$ cat config.mk
export PLATFORM = sky130hd
export DESIGN_NAME = row_requantise
export DESIGN_NICKNAME = d
export VERILOG_FILES = /design/src/rtl/row_requantise.sv
export SDC_FILE = /design/constraint.sdc
export NUM_CORES = 1
export LEC_CHECK = 0
export CAP_MARGIN = 20
export CORE_MARGIN = 1.5
export CORE_UTILIZATION = 37
export CTS_BUF_LIST = sky130_fd_sc_hd__clkbuf_16
export DETAILED_ROUTE_END_ITERATION = 8
export PLACE_DENSITY = 0.67
export SYNTH_ARGS = -nofsm -noshare
export SYNTH_HDL_FRONTEND = slang
export SYNTH_SLANG_ARGS = --single-unit
$ cat constraint.sdc
create_clock -name clk -period 2.38 [get_ports clk]
set_input_delay 0.238 -clock clk [delete_from_list [all_inputs] [get_ports clk]]
set_output_delay 0.238 -clock clk [all_outputs]
set_load 0.01 [all_outputs]
$ cat src/rtl/row_requantise.sv
// row_requantise
// Serially converts a packed row of D signed 2W-bit accumulators into a packed
// row of D signed W-bit activations. Each element is rounded (half up) while
// SHIFT fractional bits are dropped. An optional ReLU or leaky ReLU is then
// applied, and the result is saturated to W bits. A single arithmetic lane is
// shared across the row, so one element completes per clock.

module row_requantise #(
    parameter int W          = 16,
    parameter int D          = 8,
    parameter int SHIFT      = 8,
    parameter int RELU       = 1,
    parameter int LEAK_SHIFT = 0
) (
    input  logic               clk,
    input  logic               rst,
    input  logic [2*D*W-1:0]   packed_in,
    input  logic               in_v,
    output logic [D*W-1:0]     packed_out,
    output logic               out_v,
    output logic               busy,
    output logic               overrun
);

    // Accumulator width, extended working width, and row index width
    localparam int AW    = 2 * W;
    localparam int EW    = 2 * W + 1;
    localparam int IDX_W = (D > 1) ? $clog2(D) : 1;

    // Rounding constant 2^(SHIFT-1); collapses to zero when SHIFT is zero,
    // which turns the rounding add into a no-op.
    localparam logic signed [EW-1:0] ROUND_C = EW'((EW'(1) << SHIFT) >> 1);

    // Saturation bounds of a signed W-bit result, held at the working width
    localparam logic signed [EW-1:0] SAT_MAX = (EW'(1) << (W - 1)) - EW'(1);
    localparam logic signed [EW-1:0] SAT_MIN = ~SAT_MAX;

    localparam logic [IDX_W-1:0] LAST_IDX = IDX_W'(D - 1);

    typedef enum logic [1:0] {
        ST_IDLE = 2'd0,
        ST_RUN  = 2'd1,
        ST_DONE = 2'd2
    } state_t;

    // Round, rectify and saturate one accumulator into a W-bit activation
    function automatic logic [W-1:0] requant(input logic [AW-1:0] acc);
        logic signed [EW-1:0] a;
        logic signed [EW-1:0] t;
        // The extra bit keeps the rounding add from overflowing at the
        // positive end of the accumulator range.
        a = EW'($signed(acc));
        t = (a + ROUND_C) >>> SHIFT;
        if ((RELU != 0) && t[EW-1]) begin
            if (LEAK_SHIFT == 0) begin
                t = '0;
            end else begin
                // Arithmetic shift floors toward minus infinity
                t = t >>> LEAK_SHIFT;
            end
        end else begin
            t = t;
        end
        if (t > SAT_MAX) begin
            t = SAT_MAX;
        end else if (t < SAT_MIN) begin
            t = SAT_MIN;
        end else begin
            t = t;
        end
        return t[W-1:0];
    endfunction

    state_t              state_q;
    logic [IDX_W-1:0]    index_q;
    logic [2*D*W-1:0]    hold_q;
    logic [D*W-1:0]      packed_out_q;
    logic                out_v_q;
    logic                busy_q;
    logic                overrun_q;
    logic                in_v_q;

    logic                trigger_s;
    logic [AW-1:0]       elem_s;
    logic [W-1:0]        result_s;
    logic [D*W-1:0]      packed_out_d;

    // A new row is offered on the rising edge of the level valid
    assign trigger_s = in_v & ~in_v_q;

    // The captured row shifts left each RUN cycle, so the element being
    // processed always sits in the top slot of the holding register.
    assign elem_s   = hold_q[2*D*W-1 -: AW];
    assign result_s = requant(elem_s);

    // Merge the lane result into the output slice selected by the row index
    always_comb begin
        packed_out_d = packed_out_q;
        for (int i = 0; i < D; i++) begin
            if (index_q == IDX_W'(i)) begin
                packed_out_d[(D-1-i)*W +: W] = result_s;
            end else begin
                packed_out_d[(D-1-i)*W +: W] = packed_out_q[(D-1-i)*W +: W];
            end
        end
    end

    // Control FSM together with the holding register and registered outputs
    always_ff @(posedge clk) begin
        if (rst) begin
            state_q      <= ST_IDLE;
            index_q      <= '0;
            hold_q       <= '0;
            packed_out_q <= '0;
            out_v_q      <= 1'b0;
            busy_q       <= 1'b0;
            overrun_q    <= 1'b0;
            in_v_q       <= 1'b0;
        end else begin
            in_v_q <= in_v;
            case (state_q)
                ST_IDLE, ST_DONE: begin
                    if (trigger_s) begin
                        hold_q  <= packed_in;
                        out_v_q <= 1'b0;
                        busy_q  <= 1'b1;
                        index_q <= '0;
                        state_q <= ST_RUN;
                    end else begin
                        state_q <= state_q;
                    end
                end
                ST_RUN: begin
                    packed_out_q <= packed_out_d;
                    hold_q       <= hold_q << AW;
                    // A new row during RUN, including the completing cycle,
                    // is dropped and flagged; the captured row finishes as is.
                    if (trigger_s) begin
                        overrun_q <= 1'b1;
                    end else begin
                        overrun_q <= overrun_q;
                    end
                    if (index_q == LAST_IDX) begin
                        index_q <= '0;
                        out_v_q <= 1'b1;
                        busy_q  <= 1'b0;
                        state_q <= ST_DONE;
                    end else begin
                        index_q <= index_q + IDX_W'(1);
                        state_q <= ST_RUN;
                    end
                end
                default: begin
                    state_q <= ST_IDLE;
                    index_q <= '0;
                    out_v_q <= 1'b0;
                    busy_q  <= 1'b0;
                end
            endcase
        end
    end

    assign packed_out = packed_out_q;
    assign out_v      = out_v_q;
    assign busy       = busy_q;
    assign overrun    = overrun_q;

endmodule

==> results of run 1 <==
Yosys cell counts, types with 3 or more instances:
master      n
inv_1       5
buf_1      10
o22ai_2    11
a311oi_1  175
clkbuf_1  122
and3_1     10
nand2b_1    4
o21ai_1   102
mux2i_1     7
nor2_1    196
xnor2_1     7
a21oi_1    39
dfxtp_1   337
nand3_1    39
or3_1       3
nor3_1      7
nor2b_1     5
nor4_1      4
o22ai_1     6
nand2_1   499
xor2_1      9
nand4_1     3
and2_1      8
ha_1        7
nor4_4     14
o21ai_0     8
layer usage:
| metal | global-route usage (%) | wire length [um] |
|---|---|---|
| met4 | 8.41 | 1570 |
| met5 | 0 | 57 |
| met3 | 5.68 | 3140 |
| met2 | 37.2 | 20500 |
| met1 | 26.3 | 18000 |
worst max-delay path, delay by kind of cell, from the launching register on:
kind | cells | cell delay [ns]
simple gates | 4 | 1.19
compound gates | 1 | 0.09
buf+inv | 2 | 0.42
flops | 1 | 0.33
xor+xnor | 1 | 0.15
power by group:
group	internal [mW]	switching, mW	total, mW
clock network	3.31	2.34	5.65
registers	6.03	0.238	6.26
logic	1.06	1.30	2.36
cell type report:
type,count,area share (%)
sequential,337,35.4
multi-input combinational,1181,33.6
timing repair buffer,411,21.6
clock buffer,39,5.11
tap,468,3.06
clock inverter,27,1.20
inverter,5,0.0982
antenna,1,0.0131
state kept, by name (all words and copies together) (netlist names):
signal / count
hold_q: 200
packed_out: 128
index_q: 3
state_q: 2
busy: 1
in_v_q: 1
out_v: 1
overrun: 1
what timing repair did:
| action | 4_1_cts | 5_1_grt |
|---|---|---|
| pin swaps | 1 | 5 |
| gates cloned | 0 | 1 |
| hold buffers | 0 | 0 |
| setup buffers | 2 | 0 |
| endpoints found under the setup margin | 56 | 107 |
| resized for setup | 1 | 12 |
| endpoints found under the hold margin | 0 | 0 |
worst paths after layout:
check / cells after the start / to / from
setup / recovery: 8 / packed_out[50]$_SDFFE_PP0P_ / hold_q[247]$_SDFFE_PP0P_
hold / removal: 2 / packed_out[64]$_SDFFE_PP0P_ / rst
setup reg to reg: 8 / packed_out[50]$_SDFFE_PP0P_ / hold_q[247]$_SDFFE_PP0P_
hold reg to reg: 2 / packed_out[58]$_SDFFE_PP0P_ / packed_out[58]$_SDFFE_PP0P_
logic make-up (layout without fill, tap and decap cells):
family	Yosys count	after routing	synth area share, %
muxes	7	7	0.513
other	0	1	0
DFF	337	337	49.4
xor gates and xnor gates	17	17	1.23
adders and majority gates	7	7	0.641
AOI/OAI and AO/OA	350	350	18.7
buffers and inverters	141	482	4.22
and+or+nand+nor	800	800	25.3
per-stage QoR:
step,utilization [%],TNS [ns]
6_report,52.4,0
5_1_grt,52.4,-0.00175
4_1_cts,52.3,0
3_5_place_dp,48.9,-4.64
3_3_place_gp,48.9,-3.66
2_1_floorplan,-,-0.432
layout by cell type, fill, tap and decap left out, types with 11 or more instances in the layout:
cell type	netlist	layout
buf_4	0	55
a21oi_1	39	39
dfxtp_1	337	332
clkdlybuf4s50_1	0	332
o21ai_1	102	102
clkbuf_16	0	39
o22ai_2	11	11
buf_12	2	14
nand3_1	39	38
nor4_4	14	15
nand2_1	499	499
a311oi_1	175	175
nor2_1	196	196
==> results.md, run 1 <==
- Outcome: finished, final reports clean
- Syn Area/Cell: 8.23 um^2
- Max_slew headroom: 32.5%
- DRT iter0 DRCs: 925
- Min setup slack post-route: around 0.098 ns
- First-pass GRT wire length: 66.9 mm
- Layout cells sized above 1: 9.05%
- Synth area leaders: dfxtp_1, nand2_1, a311oi_1, nor2_1, o21ai_1
- Multi-input gate area: 0.00641 mm^2
- PortBufs: around 330
- Peak supply drop: 0.647 mV
- Finished Cell Area: roughly 0.019 mm^2
- Max Fclk: 438 MHz
- Post-route minimum period: 2.28 ns
- Ys flop type: dfxtp_1
- FF-to-FF setup slack: 0.1 ns
- RD Place Congestion: 0.871
- Vias in the first global route: between 10000 and 15000
- Die ar.: 0.0381 mm^2
- YS warnings: 0
- Fin crit share: roughly 96%
- Pwr per Cell Area: 747 mW/mm^2
- Initial Utilization: 37.5%
- Synth top area share: 49.4%
- Area added between synthesis and finish: 39.9%
- Final hold vios: 0
- Clock Tree Buf Depth: 3
- Crit-path max cell delay: about 0.6 ns
- Cells after Synth: 1659
- # IOs: 390
- Critical Path Fanout Max: 8
- Worst slew pin tran: 1.01 ns
- # fillers: ~3500
- Design Power: around 14 mW
- Syn_nets: around 1900
- RSZ-0062 raised after global routing: yes
- Worst path cell trace: nand3_1, or4_4, nor4_4, xor2_4, buf_4, nor4_4, buf_4, o21ai_1
- Setup Viol. Count Final: 0
- Cell taking the most area after synthesis: dfxtp_1
- Detailed-placement wirelength estimate: roughly 31 mm
- Routed WL: 43.3 mm
- Final hold slack: 0.111 ns
- Finished Layout Cells: around 2500
- H-Tree Depth: 2
- TritonCTS clock tree: built
- Final net count: 2240
- Skew-Pair Late Insertion Delay: roughly 0.52 ns
- Via/cell ratio: 5.22
- Leakage power: 7.10 nW
- Reg area: about 0.0068 mm^2
- Post-synthesis sequential area ratio: 49.4%
- Routed Antenna Nets: 0
- Mapped cell area: 0.0137 mm^2
- Core Rows: 70
- Placed instance area: 0.0178 mm^2
- CTS Root Cell: clkbuf_16
- Overall die width: 195 um
- Hold Crit Class: in -> reg
- DRC errors left: 0
- Placed Cells incl. Taps: roughly 2400
- Critical Path Source Type: flip-flop
- Crit path DAT: 2.69 ns
- Total CTS buffers: 38
- DR pass1 iterations: 5
- CTS sink cnt: 337
- Yosys reg bits: 337
- Vias: roughly 13000
- Wire length per cell: 17.5 um
- Initial antenna violation count: 5
- Number of synthesized flops with an enable pin: 0
- Largest net degree at the start of global routing: 202
- Worst Clk Skew: 0.0203 ns
- Critical Path Sink Type: flip-flop
- Dpl ws: -0.241 ns
- Die Y-Extent: 195 um
- Total gr overflow: 0
- Clk slew on worst S/H paths: approximately 0.060 ns
- Count of unique library cells instantiated by Yosys: 43
- Slew Viols, Final: 0
- Critical Path RT: around 2.8 ns
- Cell type of the slowest stage on the worst timing path: or4_4
- Total global routing track utilization: 21.8%
- Async set or reset register ratio after synthesis: 0%
- Reported max-cap violation count: 0
- Core area: 0.0364 mm^2
- Critical Setup Path Class: reg -> reg
Power figures use the tool's default switching activity.
==> inputs of run 2 (changes only) <==
SKIP_CTS_REPAIR_TIMING = 1   (was default)
==> run 2 against run 1 <==
Worst hold slack hardly changed. Critical path depth unchanged. Final cell count barely moved. Core utilization is 0.16 points higher. Final area is 0.30% higher. Sequential share of layout area fell by 0.11 points. Total power is 0.20% higher. Global-route usage about the same. Critical path type unchanged. Largest power group unchanged.
==> results.md, run 2 (synthesis results as in run 1) <==
- DR pass1 iterations: 5 (unchanged)
- Initial Utilization: 37.5% (unchanged)
- Worst hold endpoint: packed_out[64]$_SDFFE_PP0P_
- DRC errors left: 0 (unchanged)
- Via/cell ratio: 5.24 (+0.30%)
- Hold Crit Class: in -> reg
- Clk slew on worst S/H paths: 0.06 ns (about the same)
- Post-route minimum period: 2.27 ns (-0.00964 ns)
- Area added between synthesis and finish: 40.3%
- Met3 WL: 3.17 mm (+0.92%)
- Most frequent cells in the layout: nand2_1, dfxtp_1, clkdlybuf4s50_1, nor2_1, a311oi_1
- Die ar.: 0.0381 mm^2 (unchanged)
- Die Y-Extent: 195 um (unchanged)
- WP buf/inv: 2 (unchanged)
- Worst Setup SP: hold_q[247]$_SDFFE_PP0P_
- Worst Clk Skew: 0.0209 ns (+0.000654 ns)
- RSZ-0062 raised after global routing: yes
- Routed Antenna Nets: 0 (unchanged)
- Layout cells sized above 1: 9.29% (+0.24 points)
- Met2 WL: 20.4 mm (-0.46%)
- Routed WL: 43.3 mm (about the same)
- Leakage power: 7.13 nW (+0.31%)
- Final hold slack: 0.111 ns (-0.000210 ns)
- Setup Viol. Count Final: 0 (unchanged)
- Peak supply drop: 0.647 mV (about the same)
- Critical Path Source Type: flip-flop
- Core Rows: 70 (unchanged)
- Reported max-cap violation count: 0 (unchanged)
- Overall die width: 195 um (unchanged)
- Worst path cell trace: nand3_1, or4_4, nor4_4, xor2_4, buf_4, nor4_4, buf_4, o21ai_1
- Outcome: finished, final reports clean
- Max_slew headroom: 30.9% (-1.7 points)
- Met1 wire length: 18.0 mm (about the same)
- RD Place Congestion: 0.871 (unchanged)
- # fillers: 3462 (-0.17%)
- Critical Path Sink Type: flip-flop
- Total gr overflow: 0 (unchanged)
- Min-delay src: rst
- Largest net degree at the start of global routing: 202 (unchanged)
- R2R depth: 8 (unchanged)
- Detailed-placement wirelength estimate: 30.7 mm (unchanged)
- Delay-heaviest family, CP: simple AND/OR/NAND/NOR gates
- Critical Path RT: 2.79 ns (about the same)
- Final net count: 2242 (+0.089%)
- H-Tree Depth: 2 (unchanged)
- DR top layer: met5
- Crit-path max cell delay: 0.61 ns (about the same)
- Slew Viols, Final: 0 (unchanged)
- Max FFs per register: 200 (unchanged)
- Max Fclk: 440 MHz (+0.42%)
- TritonCTS clock tree: built
- R2R Path End: packed_out[50]$_SDFFE_PP0P_
- DRT iter0 DRCs: 883 (-4.5%)
- # IOs: 390 (unchanged)
- Core area: 0.0364 mm^2 (unchanged)
- Initial antenna violation count: 5 (unchanged)
- CTS sink cnt: 337 (unchanged)
- Hold Crit Depth: 2 (unchanged)
- Wire length per cell: 17.5 um (about the same)
- Clock Tree Buf Depth: 3 (unchanged)
- Total CTS buffers: 38 (unchanged)
- Commonest non-fill, non-tap cell in the layout: nand2_1
- Biggest register: hold_q
- Worst r2r src: hold_q[247]$_SDFFE_PP0P_
- Vias: 12900 (+0.38%)
- Vias in the first global route: 12300 (-0.15%)
- Final hold vios: 0 (unchanged)
- Critical Path Fanout Max: 8 (unchanged)
- Cell type of the slowest stage on the worst timing path: or4_4
- CTS Root Cell: clkbuf_16
- PortBufs: 333 (unchanged)
- Critical Setup Path Class: reg -> reg
- Total global routing track utilization: 21.8% (about the same)
- First-pass GRT wire length: 66.8 mm (about the same)
- Fin crit share: 95.5% (-0.41 points)
- FF-to-FF setup slack: 0.11 ns (about the same)
- Crit path DAT: 2.68 ns (about the same)
- Final Core Density: 52.6% (+0.16 points)
- Skew-Pair Late Insertion Delay: 0.52 ns (about the same)
- Pwr per Cell Area: 746 mW/mm^2 (-0.10%)
- Worst slew pin tran: 1.04 ns (+0.0253 ns)
==> run 2: final cells by class <==
cell class	instances	area (um^2)	area share (%)
clock inverter	27	230	1.20
antenna	1	2.50	0.0131
clock buffer	39	976	5.09
sequential	337	6760	35.3
multi-input combinational	1181	6440	33.6
tap	468	586	3.06
inverter	5	18.8	0.0979
timing repair buffer	413	4150	21.7
==> run 2: how the worst max path moves through the flow <==
stage                              endpoint  slack, ns  depth (start not counted)
3_3_place_gp     packed_out[0]$_SDFFE_PP0P_      -0.18                          6
2_1_floorplan  packed_out[112]$_SDFFE_PP0P_      -0.04                          9
3_5_place_dp    packed_out[32]$_SDFFE_PP0P_      -0.24                          6
5_1_grt         packed_out[50]$_SDFFE_PP0P_      -0.01                         10
4_1_cts         packed_out[32]$_SDFFE_PP0P_      -0.23                          6
6_report        packed_out[50]$_SDFFE_PP0P_       0.11                          8
==> run 2: routing by layer <==
layer / up-vias / global-route usage (%)
met5: - / 0
met1: 5998 / 26.3
met3: 91 / 5.68
met2: 441 / 37.2
met4: 8 / 8.44
li1: 6399 / -
==> run 2: stage by stage <==
step           setup WS, ns  area, um^2  setup TNS, ns  instances  power, mW
3_5_place_dp         -0.241       17800          -4.64       2398       8.71
6_report              0.107       19200              0       2471       14.3
4_1_cts              -0.231       19000          -5.52       2464       14.4
2_1_floorplan       -0.0446       13700         -0.432       1659       7.62
3_3_place_gp         -0.179       17800          -3.66       2398       8.67
5_1_grt             -0.0127       19200        -0.0357       2470       14.9
==> run 2: report_power, final <==
group / total (mW) / internal, mW / leakage (nW) / switching (mW)
logic: 2.39 / 1.08 / 3.76 / 1.31
registers: 6.27 / 6.03 / 2.76 / 0.238
clock network: 5.65 / 3.31 / 0.608 / 2.34
total: 14.3 / 10.4 / 7.13 / 3.89
==> inputs of run 3 (changes only) <==
CAP_MARGIN = 25   (was 20)
==> run 3 against run 2 <==
Routed wire length shrank 0.39%. Sequential power about the same. Worst hold slack gained 0.018 ns.
==> results.md, run 3 (synthesis results as in run 1) <==
- Outcome: finished, final reports clean
- Critical Path Sink Type: flip-flop
- Final hold slack: 0.129 ns (+0.0183 ns)
- Commonest non-fill, non-tap cell in the layout: nand2_1
- RD Place Congestion: 0.871 (unchanged)
- Layout cells sized above 1: 8.93% (-0.36 points)
- Skew-Pair Late Insertion Delay: 0.51 ns (about the same)
- Peak supply drop: 0.475 mV (-27%)
- Worst Clk Skew: 0.0153 ns (-0.00561 ns)
- Die ar.: 0.0381 mm^2 (unchanged)
- Wire length per cell: 17.4 um (-0.51%)
- Hold Crit Class: in -> reg
- Routed Antenna Nets: 0 (unchanged)
- Reported max-cap violation count: 0 (unchanged)
- Overall die width: 195 um (unchanged)
- Total global routing track utilization: 21.7% (-0.16 points)
- Worst r2r src: hold_q[242]$_SDFFE_PP0P_
- Finished Cell Area: 0.0191 mm^2 (-0.35%)
- Initial antenna violation count: 7 (+2)
- CTS sink cnt: 337 (unchanged)
- Crit-path max cell delay: 0.34 ns (-0.27 ns)
- Critical Path RT: 2.82 ns (+0.03 ns)
- Vias in the first global route: 12300 (+0.26%)
- Final Core Density: 52.4% (-0.19 points)
- Cell mode on critical path: buf_4
- Area added between synthesis and finish: 39.8%
- DRC errors left: 0 (unchanged)
- TritonCTS clock tree: built
- Placed instance area: 0.0178 mm^2 (about the same)
- DR pass1 iterations: 6 (+1)
- Initial Utilization: 37.5% (unchanged)
- Max FFs per register: 200 (unchanged)
- RSZ-0062 raised after global routing: no
- Largest net degree at the start of global routing: 202 (unchanged)
- Max Fclk: 441 MHz (+0.18%)
- Crit path DAT: 2.71 ns (+0.03 ns)
- Leakage power: 7.12 nW (about the same)
- Cell type of the slowest stage on the worst timing path: dfxtp_1
- Dpl ws: -0.220 ns (+0.0215 ns)
- Setup Viol. Count Final: 0 (unchanged)
- Via/cell ratio: 5.24 (+0.13%)
- H-Tree Depth: 2 (unchanged)
- Routed WL: 43.1 mm (-0.39%)
- Core Rows: 70 (unchanged)
- Slew Viols, Final: 0 (unchanged)
- PortBufs: 333 (unchanged)
- Final hold vios: 0 (unchanged)
- Vias: 13000 (+0.25%)
- Pwr per Cell Area: 742 mW/mm^2 (-0.51%)
- Delay-heaviest family, CP: buffers and inverters
- DRT iter0 DRCs: 787 (-11%)
- Detailed-placement wirelength estimate: 30.7 mm (about the same)
- Final net count: 2244 (+0.089%)
- # fillers: 3424 (-1.1%)
- Critical Setup Path Class: reg -> reg
- Fin crit share: 95.3% (-0.17 points)
- Post-route minimum period: 2.27 ns (-0.00398 ns)
- Min setup slack post-route: 0.111 ns (+0.00398 ns)
- Critical Path Fanout Max: 13 (+5)
- Worst Setup SP: hold_q[242]$_SDFFE_PP0P_
- Clock Tree Buf Depth: 3 (unchanged)
- Min-delay src: rst
- Most frequent cells in the layout: nand2_1, dfxtp_1, clkdlybuf4s50_1, nor2_1, a311oi_1
- Critical Path Source Type: flip-flop
- Total gr overflow: 0 (unchanged)
- Die Y-Extent: 195 um (unchanged)
- Max_slew headroom: 30.9% (+0.034 points)
- Post-route setup TNS: 0 ns (unchanged)
- CTS Root Cell: clkbuf_16
- First-pass GRT wire length: 66.5 mm (-0.58%)
- WP buf/inv: 4 (+2)
- Clk slew on worst S/H paths: 0.06 ns (about the same)
- Total CTS buffers: 37 (-2.6%)
- Worst path cell trace: nand4_2, buf_4, nor4_4, buf_4, a211oi_1, o22ai_2, buf_12, nor4_4, buf_4, o21ai_1
- Core area: 0.0364 mm^2 (unchanged)
- Biggest register: hold_q
- Worst slew pin tran: 1.04 ns (-0.000514 ns)
- # IOs: 390 (unchanged)
==> run 3: metrics by stage <==
step	instances	total power [mW]
floorplan	1659	7.62
global placement	2398	8.67
detailed placement	2399	8.71
CTS	2465	14.2
global route	2474	14.8
finish	2474	14.2
==> run 3: final cells by class <==
cell class                 count  area, um^2  area share, %
timing repair buffer         416        4170           21.8
sequential                   337        6760           35.4
inverter                       5        18.8         0.0983
tap                          468         586           3.07
clock inverter                29         233           1.22
clock buffer                  37         926           4.85
antenna                        1        2.50         0.0131
multi-input combinational   1181        6400           33.5
==> run 3: worst paths after layout <==
kind	slack, ns	cells past startpoint	endpoint
hold / removal	0.13	2	packed_out[65]$_SDFFE_PP0P_
setup / recovery	0.11	10	packed_out[30]$_SDFFE_PP0P_
setup reg to reg	0.11	10	packed_out[30]$_SDFFE_PP0P_
hold reg to reg	0.45	2	packed_out[62]$_SDFFE_PP0P_
==> run 3: worst reg2reg max path, cell delays in order, from the launching register on <==
cell	delay, ns
dfxtp_1	0.34
nand4_2	0.16
buf_4	0.19
nor4_4	0.30
buf_4	0.18
a211oi_1	0.08
o22ai_2	0.30
buf_12	0.24
nor4_4	0.07
buf_4	0.19
o21ai_1	0.15
==> run 3: where the power goes <==
| group | total (mW) | internal, mW | switching [mW] |
|---|---|---|---|
| Clock | 5.52 | 3.26 | 2.27 |
| Combinational | 2.39 | 1.08 | 1.31 |
| Sequential | 6.26 | 6.03 | 0.236 |
==> run 3: routing by layer <==
metal  part of all wire [%]  vias to the layer above  track usage (%)
met5                   0.18                        -                0
met4                    4.0                       12             9.13
met3                    7.5                       91             5.51
met2                     47                      450             36.5
met1                     41                     6004             26.2
li1                       -                     6412                -
